[config.mk]
export PLATFORM = sky130hd
export DESIGN_NAME = bsg_wormhole_packet_injector_flat
export DESIGN_NICKNAME = d
export VERILOG_FILES = /design/src/rtl/bsg_wormhole_packet_injector_pkg.sv /design/src/rtl/bsg_wormhole_packet_injector_if.sv /design/src/rtl/bsg_wormhole_packet_injector_mux.sv /design/src/rtl/bsg_wormhole_packet_injector.sv /design/src/flat_wrapper.sv
export SDC_FILE = /design/constraint.sdc
export NUM_CORES = 1
export LEC_CHECK = 0
export CAP_MARGIN = 20
export CORE_ASPECT_RATIO = 0.7
export CORE_MARGIN = 2
export CORE_UTILIZATION = 52
export DETAILED_ROUTE_END_ITERATION = 12
export PLACE_DENSITY = 0.92
export SYNTH_ARGS = -nofsm -noshare
export SYNTH_HDL_FRONTEND = slang
export SYNTH_SLANG_ARGS = --single-unit
export TNS_END_PERCENT = 5
[constraint.sdc]
create_clock -name clk_i -period 8.29 [get_ports clk_i]
set_input_delay 0.829 -clock clk_i [delete_from_list [all_inputs] [get_ports clk_i]]
set_output_delay 0.829 -clock clk_i [all_outputs]
set_load 0.05 [all_outputs]
[src/rtl/bsg_wormhole_packet_injector_pkg.sv]
// Shared widths, FSM states and the router header layout for the packet injector.
// Header flit layout: cord in the LSBs, len above it, zero padding on top.
package bsg_wormhole_packet_injector_pkg;

  localparam int flit_width_gp        = 32;
  localparam int cord_width_gp        = 8;
  localparam int len_width_gp         = 4;
  localparam int max_payload_flits_gp = 4;

  typedef enum logic [1:0] {
    e_idle = 2'd0,
    e_hdr  = 2'd1,
    e_body = 2'd2
  } inj_state_e;

  typedef struct packed {
    logic [flit_width_gp-len_width_gp-cord_width_gp-1:0] pad;
    logic [len_width_gp-1:0]                             len;
    logic [cord_width_gp-1:0]                            cord;
  } bsg_wh_injector_hdr_s;

  // An index into n elements needs at least one bit, even when n is 1.
  function automatic int idx_width(input int n);
    return (n > 1) ? $clog2(n) : 1;
  endfunction

endpackage

[src/rtl/bsg_wormhole_packet_injector_if.sv]
// Packet-side and flit-side handshake bundle of the injector.
// The slave modport is the injector; the master modport is whoever feeds it and sinks its flits.
interface bsg_wormhole_packet_injector_if
  import bsg_wormhole_packet_injector_pkg::*;
#(
  parameter int flit_width_p        = flit_width_gp,
  parameter int cord_width_p        = cord_width_gp,
  parameter int len_width_p         = len_width_gp,
  parameter int max_payload_flits_p = max_payload_flits_gp
);

  logic                                        packet_v_i;
  logic                                        packet_ready_and_o;
  logic [cord_width_p-1:0]                     packet_cord_i;
  logic [len_width_p-1:0]                      packet_len_i;
  logic [max_payload_flits_p*flit_width_p-1:0] packet_data_i;
  logic                                        flit_v_o;
  logic [flit_width_p-1:0]                     flit_data_o;
  logic                                        flit_ready_and_i;
  logic                                        error_o;

  modport slave (
    input  packet_v_i, packet_cord_i, packet_len_i, packet_data_i, flit_ready_and_i,
    output packet_ready_and_o, flit_v_o, flit_data_o, error_o
  );

  modport master (
    output packet_v_i, packet_cord_i, packet_len_i, packet_data_i, flit_ready_and_i,
    input  packet_ready_and_o, flit_v_o, flit_data_o, error_o
  );

endinterface

[src/rtl/bsg_wormhole_packet_injector_mux.sv]
// bsg_mux: picks element sel_i out of a packed array of els_p words; purely combinational.
module bsg_mux
  import bsg_wormhole_packet_injector_pkg::*;
#(
  parameter int width_p = 1,
  parameter int els_p   = 2,
  localparam int lg_els_lp = idx_width(els_p)
) (
  input  logic [els_p*width_p-1:0] data_i,
  input  logic [lg_els_lp-1:0]     sel_i,
  output logic [width_p-1:0]       data_o
);

  always_comb begin
    data_o = '0;
    for (int i = 0; i < els_p; i++) begin
      if (sel_i == lg_els_lp'(i)) data_o = data_i[i*width_p +: width_p];
    end
  end

endmodule

[src/rtl/bsg_wormhole_packet_injector.sv]
// Serializes a latched packet into header + payload flits for the router P port; header one cycle after accept.
// Accepts only when idle; flits hold until flit_ready_and_i. BSG_WH_INJECTOR_LEN_CHECK_EN drops oversize packets and sets error_o.
module bsg_wormhole_packet_injector
  import bsg_wormhole_packet_injector_pkg::*;
#(
  parameter int flit_width_p        = flit_width_gp,
  parameter int cord_width_p        = cord_width_gp,
  parameter int len_width_p         = len_width_gp,
  parameter int max_payload_flits_p = max_payload_flits_gp
) (
  input  logic                                clk_i,
  input  logic                                reset_i,
  bsg_wormhole_packet_injector_if.slave       io
);

  localparam int data_width_lp = max_payload_flits_p * flit_width_p;
  localparam int cnt_width_lp  = idx_width(max_payload_flits_p);
  localparam logic [cnt_width_lp-1:0] cnt_last_lp = cnt_width_lp'(max_payload_flits_p - 1);

  inj_state_e                state_q, state_d;
  logic [cord_width_p-1:0]   cord_q, cord_d;
  logic [len_width_p-1:0]    len_q, len_d;
  logic [data_width_lp-1:0]  data_q, data_d;
  logic [cnt_width_lp-1:0]   cnt_q, cnt_d;
  logic [len_width_p-1:0]    rem_q, rem_d;

  logic                      packet_ready;
  logic                      flit_v;
  logic [flit_width_p-1:0]   flit_data;
  logic [flit_width_p-1:0]   body_flit;
  bsg_wh_injector_hdr_s      hdr;

`ifdef BSG_WH_INJECTOR_LEN_CHECK_EN
  localparam logic [len_width_p-1:0] max_len_lp = len_width_p'(max_payload_flits_p);
  logic error_q, error_d;
`endif

  bsg_mux #(
    .width_p (flit_width_p),
    .els_p   (max_payload_flits_p)
  ) payload_mux (
    .data_i (data_q),
    .sel_i  (cnt_q),
    .data_o (body_flit)
  );

  always_comb begin
    hdr      = '0;
    hdr.len  = len_q;
    hdr.cord = cord_q;
  end

  // cnt_q indexes the payload and saturates; rem_q counts flits left so oversize lengths still terminate.
  always_comb begin
    state_d      = state_q;
    cord_d       = cord_q;
    len_d        = len_q;
    data_d       = data_q;
    cnt_d        = cnt_q;
    rem_d        = rem_q;
`ifdef BSG_WH_INJECTOR_LEN_CHECK_EN
    error_d      = error_q;
`endif
    packet_ready = 1'b0;
    flit_v       = 1'b0;
    flit_data    = '0;

    case (state_q)
      e_idle: begin
        packet_ready = 1'b1;
        if (io.packet_v_i) begin
          cord_d = io.packet_cord_i;
          len_d  = io.packet_len_i;
          data_d = io.packet_data_i;
`ifdef BSG_WH_INJECTOR_LEN_CHECK_EN
          if (io.packet_len_i > max_len_lp) error_d = 1'b1;
          else                              state_d = e_hdr;
`else
          state_d = e_hdr;
`endif
        end
      end
      e_hdr: begin
        flit_v    = 1'b1;
        flit_data = hdr;
        if (io.flit_ready_and_i) begin
          if (len_q == '0) begin
            state_d = e_idle;
          end else begin
            cnt_d   = '0;
            rem_d   = len_q - 1'b1;
            state_d = e_body;
          end
        end
      end
      e_body: begin
        flit_v    = 1'b1;
        flit_data = body_flit;
        if (io.flit_ready_and_i) begin
          if (rem_q == '0) begin
            state_d = e_idle;
          end else begin
            rem_d = rem_q - 1'b1;
            if (cnt_q != cnt_last_lp) cnt_d = cnt_q + 1'b1;
          end
        end
      end
      default: state_d = e_idle;
    endcase
  end

  always_ff @(posedge clk_i) begin
    if (reset_i) begin
      state_q <= e_idle;
      cnt_q   <= '0;
      rem_q   <= '0;
    end else begin
      state_q <= state_d;
      cnt_q   <= cnt_d;
      rem_q   <= rem_d;
    end
  end

  always_ff @(posedge clk_i) begin
    cord_q <= cord_d;
    len_q  <= len_d;
    data_q <= data_d;
  end

`ifdef BSG_WH_INJECTOR_LEN_CHECK_EN
  always_ff @(posedge clk_i) begin
    if (reset_i) error_q <= 1'b0;
    else         error_q <= error_d;
  end
  assign io.error_o = error_q;
`else
  assign io.error_o = 1'b0;
`endif

  assign io.packet_ready_and_o = packet_ready;
  assign io.flit_v_o           = flit_v;
  assign io.flit_data_o        = flit_data;

endmodule

[src/flat_wrapper.sv]
// flat-port wrapper written by rule: the top's interface ports become plain ports
module bsg_wormhole_packet_injector_flat import bsg_wormhole_packet_injector_pkg::*;
#(
  parameter int flit_width_p        = flit_width_gp,
  parameter int cord_width_p        = cord_width_gp,
  parameter int len_width_p         = len_width_gp,
  parameter int max_payload_flits_p = max_payload_flits_gp
)
  (clk_i, reset_i, io_packet_v_i, io_packet_cord_i, io_packet_len_i, io_packet_data_i, io_flit_ready_and_i, io_packet_ready_and_o, io_flit_v_o, io_flit_data_o, io_error_o);
  bsg_wormhole_packet_injector_if #(.flit_width_p(flit_width_p), .cord_width_p(cord_width_p), .len_width_p(len_width_p), .max_payload_flits_p(max_payload_flits_p)) io_i ();
  input  logic clk_i;
  input  logic reset_i;
  input wire logic [$bits(io_i.packet_v_i)-1:0] io_packet_v_i;
  input wire logic [$bits(io_i.packet_cord_i)-1:0] io_packet_cord_i;
  input wire logic [$bits(io_i.packet_len_i)-1:0] io_packet_len_i;
  input wire logic [$bits(io_i.packet_data_i)-1:0] io_packet_data_i;
  input wire logic [$bits(io_i.flit_ready_and_i)-1:0] io_flit_ready_and_i;
  output wire logic [$bits(io_i.packet_ready_and_o)-1:0] io_packet_ready_and_o;
  output wire logic [$bits(io_i.flit_v_o)-1:0] io_flit_v_o;
  output wire logic [$bits(io_i.flit_data_o)-1:0] io_flit_data_o;
  output wire logic [$bits(io_i.error_o)-1:0] io_error_o;
  assign io_i.packet_v_i = io_packet_v_i;
  assign io_i.packet_cord_i = io_packet_cord_i;
  assign io_i.packet_len_i = io_packet_len_i;
  assign io_i.packet_data_i = io_packet_data_i;
  assign io_i.flit_ready_and_i = io_flit_ready_and_i;
  assign io_packet_ready_and_o = io_i.packet_ready_and_o;
  assign io_flit_v_o = io_i.flit_v_o;
  assign io_flit_data_o = io_i.flit_data_o;
  assign io_error_o = io_i.error_o;
  bsg_wormhole_packet_injector #(.flit_width_p(flit_width_p), .cord_width_p(cord_width_p), .len_width_p(len_width_p), .max_payload_flits_p(max_payload_flits_p)) u_core (.clk_i(clk_i), .reset_i(reset_i), .io(io_i));
endmodule
* Word level (Yosys, flattened, before mapping)
Cells that the tools add are included.
** Operators by class
- Add/subtract/negate cells :: 3
- Equality and inequality tests :: 13
- Muxes and demuxes :: 24
- Reduce and logical (&&, ||, !) cells :: 10
** Operators with widths (number)
- 32-bit 2-to-1 mux :: 4
- 32-bit case mux with 2 select lines :: 1
- 2-bit 2-to-1 mux :: 10
- 4-bit 2-to-1 mux :: 4
- 2-bit != test (second input constant) :: 6
- 4-bit zero test :: 2
- 4-bit case mux with 2 select lines :: 1
- 4-bit by 1-bit subtractor with 4-bit output (second input constant) :: 2
- 2-bit equality test (second input constant) :: 3
- 2-bit case mux with 3 select lines :: 1
- 6-bit AND reduction :: 1
- 5-bit AND reduction :: 1
- 2-bit by 1-bit equality test with 1-bit output (second input constant) :: 2
- 2-bit zero test :: 2
- 2-bit by 1-bit != test with 1-bit output (second input constant) :: 2
- 2-bit case mux with 2 select lines :: 1
- 4-bit AND reduction :: 1
- 2-bit by 1-bit adder with 2-bit output (second input constant) :: 1
- 1-bit 2-to-1 mux :: 2
- 2-bit AND reduction :: 1
- 2-bit nonzero test :: 1
- 2-bit OR reduction :: 1
** Word-level totals
- Register bits :: 148
- Output and inout bits :: 35
- Word-level logic and storage cells :: 56

* Depth between registers and ports, before layout
Gate-level depths: netlist of run 1.
- Depth in word-level cells :: 6
- Mapped depth :: 9

* By module
Synthesis of run 1 repeated with hierarchy kept, for this count alone.
** Unflattened totals
- Cells, all modules :: 299
- Area total of the unflattened synthesis :: 5994.5 um^2
** Modules (own cells, without submodules)
- bsg_wormhole_packet_injector :: times used 1, cells an instance 260, area an instance 5180.0 um^2, seq. area each 4364.2 um^2
- bsg_mux :: times used 1, cells an instance 39, area an instance 814.5 um^2, seq. area each 0.0 um^2

* Worst setup path before layout of run 1
No wires, ideal clock.
- Path type :: reg-to-reg
- Start point :: register u_core.state_q[0]
- End point :: register u_core.cord_q[0], enable pin
- Data arrival time :: 4.202 ns
- Slack :: 3.572 ns
- Cell stages (with the launch flop) :: 4
- Buffers on the path :: 0
- Clock period less this slack :: 4.718 ns
- Path through :: dfxtp_1 -> inv_1 -> ha_1 -> and2_1
** On the way
- Longest elaborated chain between the ends :: 2
** Ends and longest elaborated chain
- start, declared :: line bsg_wormhole_packet_injector.sv:20 : inj_state_e state_q, state_d;
- start signal, assigned :: line bsg_wormhole_packet_injector.sv:114 : state_q <= e_idle;
- start signal, assigned :: line bsg_wormhole_packet_injector.sv:118 : state_q <= state_d;
- 2-bit zero test :: line bsg_wormhole_packet_injector.sv:68 : case (state_q)
- 2-bit AND reduction (no source line)
- end signal, assigned :: line bsg_wormhole_packet_injector.sv:125 : cord_q <= cord_d;
- end, declared :: line bsg_wormhole_packet_injector.sv:21 : logic [cord_width_p-1:0] cord_q, cord_d;
No other way between the ends.
A chain may end at the register's enable or synchronous reset.

* Final worst setup path of run 1
- Start point :: register u_core.state_q[0]
- End point :: output port io_flit_data_o[31]
** On the way
- Longest elaborated chain between the ends :: 2
- Elaborated cells between the ends (all ways) :: 3
- Classes of those cells :: 2 x eq/ne; 1 x mux
** Ends and longest elaborated chain
- 2-bit equality test or 2-bit by 1-bit equality test with 1-bit output (tied branches) :: line bsg_wormhole_packet_injector.sv:68
- 32-bit case mux with 2 select lines * :: line bsg_wormhole_packet_injector.sv:68
- end, declared :: line flat_wrapper.sv:20 : output wire logic [$bits(io_i.flit_data_o)-1:0] io_flit_data_o;
Every way passes the cells marked *; elsewhere a longest branch is shown, timed or not.

==> impl_metrics.toml, run 1 <==
[drt]
wire_per_inst_um = 18.88
ant_nets = 0
route.detailed.drc = 0
wl_um = 14950
drtIter0Drc = 269
dr.pass1.iters = 4
vias = 4443
viasPerCell = 5.610

[synthesis]
seq_area_frac_synth = 0.6903
synth_seq_cells = 148
synthFlopType = "edfxtp_1"
synth_cells = 455
yosys.area_share.simple = 0.08312
yosys.area.top_type = "edfxtp_1"
ys.warnings.count = 0
muxShareOfSynthArea = 0.003166
synthXorXnorAreaFrac = 0
synth_compound_area_frac = 0.1552
synthAdderAreaFrac = 0.01781
synthTopCellsByArea = "edfxtp_1 66%, a211o_1 2.8%, nand2_1 2.7%, a221oi_1 2.6%, dfxtp_1 2.5%"
synth.top_cell.area_share = 0.6650
syn_nets = 608
syn-cell-area_um2 = 6322
synth_top_family_by_area = "compound AO/OA/AOI/OAI gates"
avgSynthCellArea_um2 = 13.90
ys_types = 46
async_flop_share = 0
synth_edf_count = 140

[final_layout]
insertedDiodeCount = 0
drive_gt1_frac = 0.07402
multi_input_area_um2 = 1653
regArea_um2 = 4364
final_nets = 775
fillerInstances = 724
area_growth_pct = 37.58

[clocking]
holdBufCountCts = 0
clkTransAtPathRegs_ps = 60
cts-resized-gates = 0
cts_max_level = 4
cts_buffer_depth = 2
cts_buffers = 17
clock_latency_ps = 410
post_cts_buffers = 0
root_buffer = "clkbuf_16"
cts_tree = "done"
clock-sinks = 148

[timing]
fin_tns_setup_ps = 0
relSlewSlack = 0.3741
hold_viol = 0
fin_crit_ps = 4317
slew_viol_final = 0
tightest_slew_ps = 938.8
worst_slack_ps = 3973
fmax_ghz = 0.2316
rsz0062_at_grt = "no"
skew_ps = 8.150
setup_viol = 0
finalCritPeriodShare = 0.5208

[run]
drv_cap = 0

[power_and_ir_drop]
power.density_nw_per_um2 = 257.1
sw_frac_of_total = 0.2865
finalPower_mw = 2.237
p_clk_frac = 0.331
seqPwrFrac = 0.460
leakagePower_nw = 3.006
p_switching_mw = 0.6409
ir_drop_mv = 0.1675
p_comb_frac = 0.209
p_int_mw = 1.596

[placed_design]
dp_slack_ps = 4460
gp_congestion = 0.8200
dpl.hpwl_um = 10030
io_buffers = 177

[floorplan]
std_cell_rows = 33
die_area_um2 = 13070
io_pins = 179
fp.dieH_um = 96.26
die_w_um = 135.8
start_util = 0.5373
coreArea_um2 = 11770

[critical_path]
cp.required_ps = 7460
cp-start-kind = "flop"
cp_slowest_stage_delay_ps = 880
cp-end-kind = "primary output"
cp_data_arrival_time_ps = 3490
cp_max_fo = 20
crit_type = "flop to primary output"
cp_slowest_cell = "clkdlybuf4s50_1"
critical_path.cell_chain = "inv_1 > ha_1 > nand2_1 > a21oi_1 > clkdlybuf4s50_1"

[grt]
first_global_vias = 4388
grt_antenna_before_repair = 0
grt_use_total = 0.2329
grt_pass1_wl_um = 22650
grt-ovfl-total = 0
grt_max_degree = 77

[hold_path]
min_path_type = "flop to flop"

[status]
status = "complete, no violations"
-- critical path, delay by kind of cell, from the launching register on --
| family | cells | cell delay, ps |
|---|---|---|
| buffers and inverters | 2 | 990 |
| AND/OR/NAND/NOR | 1 | 720 |
| adder cells (fa/ha/maj) | 1 | 600 |
| AO/OA/AOI/OAI | 1 | 440 |
| flip-flops | 1 | 330 |
-- metal layers --
| metal | track usage | vias to the layer above | part of all wire | routed length [um] |
|---|---|---|---|---|
| li1 | - | 2059 | - | - |
| met1 | 0.3029 | 2169 | 0.42 | 6294 |
| met5 | 0 | - | 0 | 0 |
| met2 | 0.3834 | 188 | 0.50 | 7447 |
| met4 | 0.09635 | 0 | 0.019 | 289 |
| met3 | 0.05319 | 27 | 0.061 | 919 |
-- final cells by class --
cell class,count,share of cell area
sequential,148,0.5017
timing repair buffer,181,0.2086
multi-input combinational,248,0.1900
clock buffer,18,0.04934
tap,157,0.02258
clock inverter,14,0.01654
inverter,26,0.01122
-- power by group through the flow --
stage	clock [mW]	combinational (mW)	sequential, mW
detailed placement	0	0.464	1.04
global route	0.781	0.501	1.04
global placement	0	0.443	1.04
finish	0.740	0.467	1.03
floorplan	0	0.301	1.05
CTS	0.749	0.468	1.03
-- synthesized netlist by cell type, types with 8 or more instances --
master	count
a21oi_1	27
a22oi_1	11
edfxtp_1	140
nand2b_1	17
nand2_1	46
a221oi_1	19
ha_1	9
dfxtp_1	8
nor2b_1	22
buf_2	11
o211ai_1	12
inv_1	26
o21ai_0	15
clkbuf_1	11
a21boi_0	12
a211o_1	20
-- metrics by stage --
step	hold WS (ps)	util	cells	instance area, um2
after global placement	480.7	0.6888	759	8105
final	530.5	0.7392	792	8698
after global routing	543.0	0.7392	792	8698
after detailed placement	517.9	0.6888	759	8105
after floorplan	467.1	-	455	6322
after CTS	527.9	0.7375	791	8678
-- registers in the layout, indices dropped and copies added, names as in the netlist --
signal	cells
u_core.state_q	2
u_core.cnt_q	2
u_core.len_q	4
u_core.cord_q	8
u_core.data_q	128
u_core.rem_q	4
-- worst paths after layout --
kind / start / endpoint / slack [ps] / cells after the start
max: u_core.state_q[0] / io_flit_data_o[31] / 3970 / 5
min: u_core.cnt_q[0] / u_core.cnt_q[0] / 530 / 2
max reg2reg: u_core.state_q[0] / u_core.data_q[9] / 5580 / 4
min reg2reg: u_core.cnt_q[0] / u_core.cnt_q[0] / 530 / 2
-- cells by family (layout without fill, tap and decap cells) --
logic type | count (synthesis) | in the layout
adder cells (fa/ha/maj) | 9 | 9
multiplexers | 2 | 2
AO/OA/AOI/OAI | 135 | 135
buffers and inverters | 59 | 239
AND/OR/NAND/NOR | 101 | 101
flip-flops | 148 | 148
other | 1 | 1
-- layout by cell type, fill, tap and decap left out, drive strengths merged --
master / netlist / final
clkdlybuf4s50: 0 / 177
edfxtp: 140 / 140
nand2: 46 / 46
inv: 26 / 32
a21oi: 28 / 28
nor2b: 22 / 22
a211o: 20 / 20
a221oi: 20 / 20
clkbuf: 11 / 18
nand2b: 17 / 17
o21ai: 17 / 17
o211ai: 12 / 12
a21boi: 12 / 12
a22oi: 11 / 11
ha: 9 / 9
dfxtp: 8 / 8
nand3: 4 / 4
clkinv: 0 / 4
buf: 22 / 4
nand4: 3 / 3
a31oi: 3 / 3
o31ai: 3 / 3
clkinvlp: 0 / 3
and2: 3 / 3
nor2: 3 / 3
mux2i: 2 / 2
a311oi: 2 / 2
a32oi: 1 / 1
or3: 1 / 1
o21a: 1 / 1
nor3: 1 / 1
o22ai: 1 / 1
nor4: 1 / 1
a21o: 1 / 1
o2bb2ai: 1 / 1
a2bb2oi: 1 / 1
o2111ai: 1 / 1
conb: 1 / 1
bufinv: 0 / 1
Power figures use the tool's default switching activity.
==> run 2, diff against run 1 <==
CORE_UTILIZATION = 48   (was 52)
PLACE_DENSITY = 0.86   (was 0.92)
clock period = 4.1 ns   (was 8.29 ns; I/O delays follow)
==> impl_metrics.toml, run 2 (synthesis results as in run 1) <==
[power_and_ir_drop]
power.density_nw_per_um2 = 509.6
p_clk_frac = 0.318
ir_drop_mv = 0.2525
p_comb_frac = 0.215
seqPwrFrac = 0.468
p_switching_mw = 1.276
p_int_mw = 3.168
finalPower_mw = 4.444
sw_frac_of_total = 0.2871
leakagePower_nw = 3.011

[critical_path]
r2r_cells = 8
crit_family = "buffers and inverters"
cp_max_fo = 44
cp-end-kind = "primary output"
cp.required_ps = 3690
rr_startpoint = "u_core.state_q[0]"
rr_endpoint = "u_core.rem_q[2]"
cp_slowest_stage_delay_ps = 850
cp_slowest_cell = "clkdlybuf4s50_1"
cp-start-kind = "flop"
path_buf_inv = 3
critical_path.cell_chain = "inv_1 > ha_2 > buf_4 > a221oi_1 > a211o_1 > a21oi_1 > clkdlybuf4s50_1"
crit_type = "flop to primary output"
r2r_slack_ps = 1830
cp_data_arrival_time_ps = 3390

[final_layout]
drive_gt1_frac = 0.07390
area_growth_pct = 37.94
stdcell_area_um2 = 8721
layout_common_cells = "177 x clkdlybuf4s50_1, 140 x edfxtp_1, 46 x nand2_1"
fin_cells = 802
insertedDiodeCount = 0
final_common_cell = "clkdlybuf4s50_1"
largestRegisters = "u_core.data_q x128, u_core.cord_q x8"
final_nets = 776
fin_util = 0.6705
largest_reg_flops = 128
regMostFlops = "u_core.data_q"

[placed_design]
placedCellCount = 770
gp_congestion = 0.7989
dpl_cell_area_um2 = 8169
dpl.hpwl_um = 10240
dp_slack_ps = 691.0
io_buffers = 177

[clocking]
root_buffer = "clkbuf_16"
clock-sinks = 148
post_cts_buffers = 0
cts_max_level = 4
holdBufCountCts = 0
cts_buffer_depth = 2
cts_buffers = 17
clock_latency_ps = 400
clkTransAtPathRegs_ps = 60
cts_tree = "done"
cts-resized-gates = 0

[timing]
fin_crit_ps = 3800
skew_ps = 10.09
hold_viol = 0
worst_slack_ps = 299.8
fmax_ghz = 0.2631
relSlewSlack = 0.3954
tightest_slew_ps = 904.7
setup_viol = 0
slew_viol_final = 0
fin_tns_setup_ps = 0
finalCritPeriodShare = 0.9269
hold_slack_ps = 530.4
rsz0062_at_grt = "no"

[run]
drv_cap = 0

[grt]
first_global_vias = 4330
grt_pass1_wl_um = 22400
grt_use_total = 0.2070
grt-ovfl-total = 0
grt_max_degree = 91
grt_antenna_before_repair = 0

[hold_path]
min_from = "u_core.cnt_q[1]"
min_to = "u_core.cnt_q[1]"
whs_path_depth = 2
min_path_type = "flop to flop"

[floorplan]
fp.dieH_um = 100.0
die_area_um2 = 14120
io_pins = 179
coreArea_um2 = 13010
std_cell_rows = 35
start_util = 0.4861
die_w_um = 141.2

[status]
status = "complete, no violations"

[drt]
ant_nets = 0
vias = 4321
viasPerCell = 5.388
drtIter0Drc = 300
route.detailed.drc = 0
dr.pass1.iters = 5
wire_per_inst_um = 18.46
wl_um = 14800
[run 2: changes by cell type in the layout (fill, tap and decap cells not counted)]
cell	delta
buf_12	+2
buf_4	-1
bufinv_16	-1
clkbuf_1	-1
clkinv_1	+2
clkinv_4	-1
inv_6	+1
nor2_2	-1
nor2_4	+1
[run 2: worst max path at each step]
| stage | start | to | slack [ps] | cells after the start |
|---|---|---|---|---|
| 2_1_floorplan | u_core.state_q[0] | u_core.cord_q[0] | 910 | 3 |
| 3_3_place_gp | u_core.cnt_q[1] | io_flit_data_o[30] | 810 | 7 |
| 3_5_place_dp | u_core.state_q[0] | io_flit_data_o[3] | 690 | 7 |
| 4_1_cts | u_core.state_q[0] | io_flit_data_o[3] | 230 | 7 |
| 5_1_grt | u_core.cnt_q[1] | io_flit_data_o[30] | 80 | 7 |
| 6_report | u_core.cnt_q[1] | io_flit_data_o[30] | 300 | 7 |
[run 2: layout make-up]
cell class              count  area (um2)
multi-input cells         248        1658
clock inverters            15       121.4
fillers                   880        4285
well taps                 166       207.7
repair buffers            182        1847
inverters                  26       97.59
clock buffers              17       425.4
flip-flops and latches    148        4364
[run 2: routing by layer]
metal | part of all wire | GRT usage | up-vias
met5 | 0 | 0 | -
met4 | 0.014 | 0.06692 | 0
met3 | 0.056 | 0.04532 | 20
met2 | 0.50 | 0.3432 | 171
met1 | 0.43 | 0.2760 | 2071
li1 | - | - | 2059
[run 2: worst register-to-register path: cells and delay by family (launching register included)]
family          cells  cell delay, ps
flops               1             330
fa+ha+maj           2             850
buf+inv             1             110
simple gates        1             140
compound gates      3             300
mux                 1             430
[run 2: power by group through the flow]
stage	clock [mW]	sequential, mW	combinational [mW]
6_report	1.41	2.08	0.954
3_5_place_dp	0	2.11	0.952
3_3_place_gp	0	2.09	0.918
5_1_grt	1.50	2.10	1.02
2_1_floorplan	0	2.09	0.610
4_1_cts	1.44	2.08	0.956
==> run 3, diff against run 2 <==
SLEW_MARGIN = 30   (was not set)
==> results of run 3 <==
Final layout, timing and power as in run 2 (identical DEF).
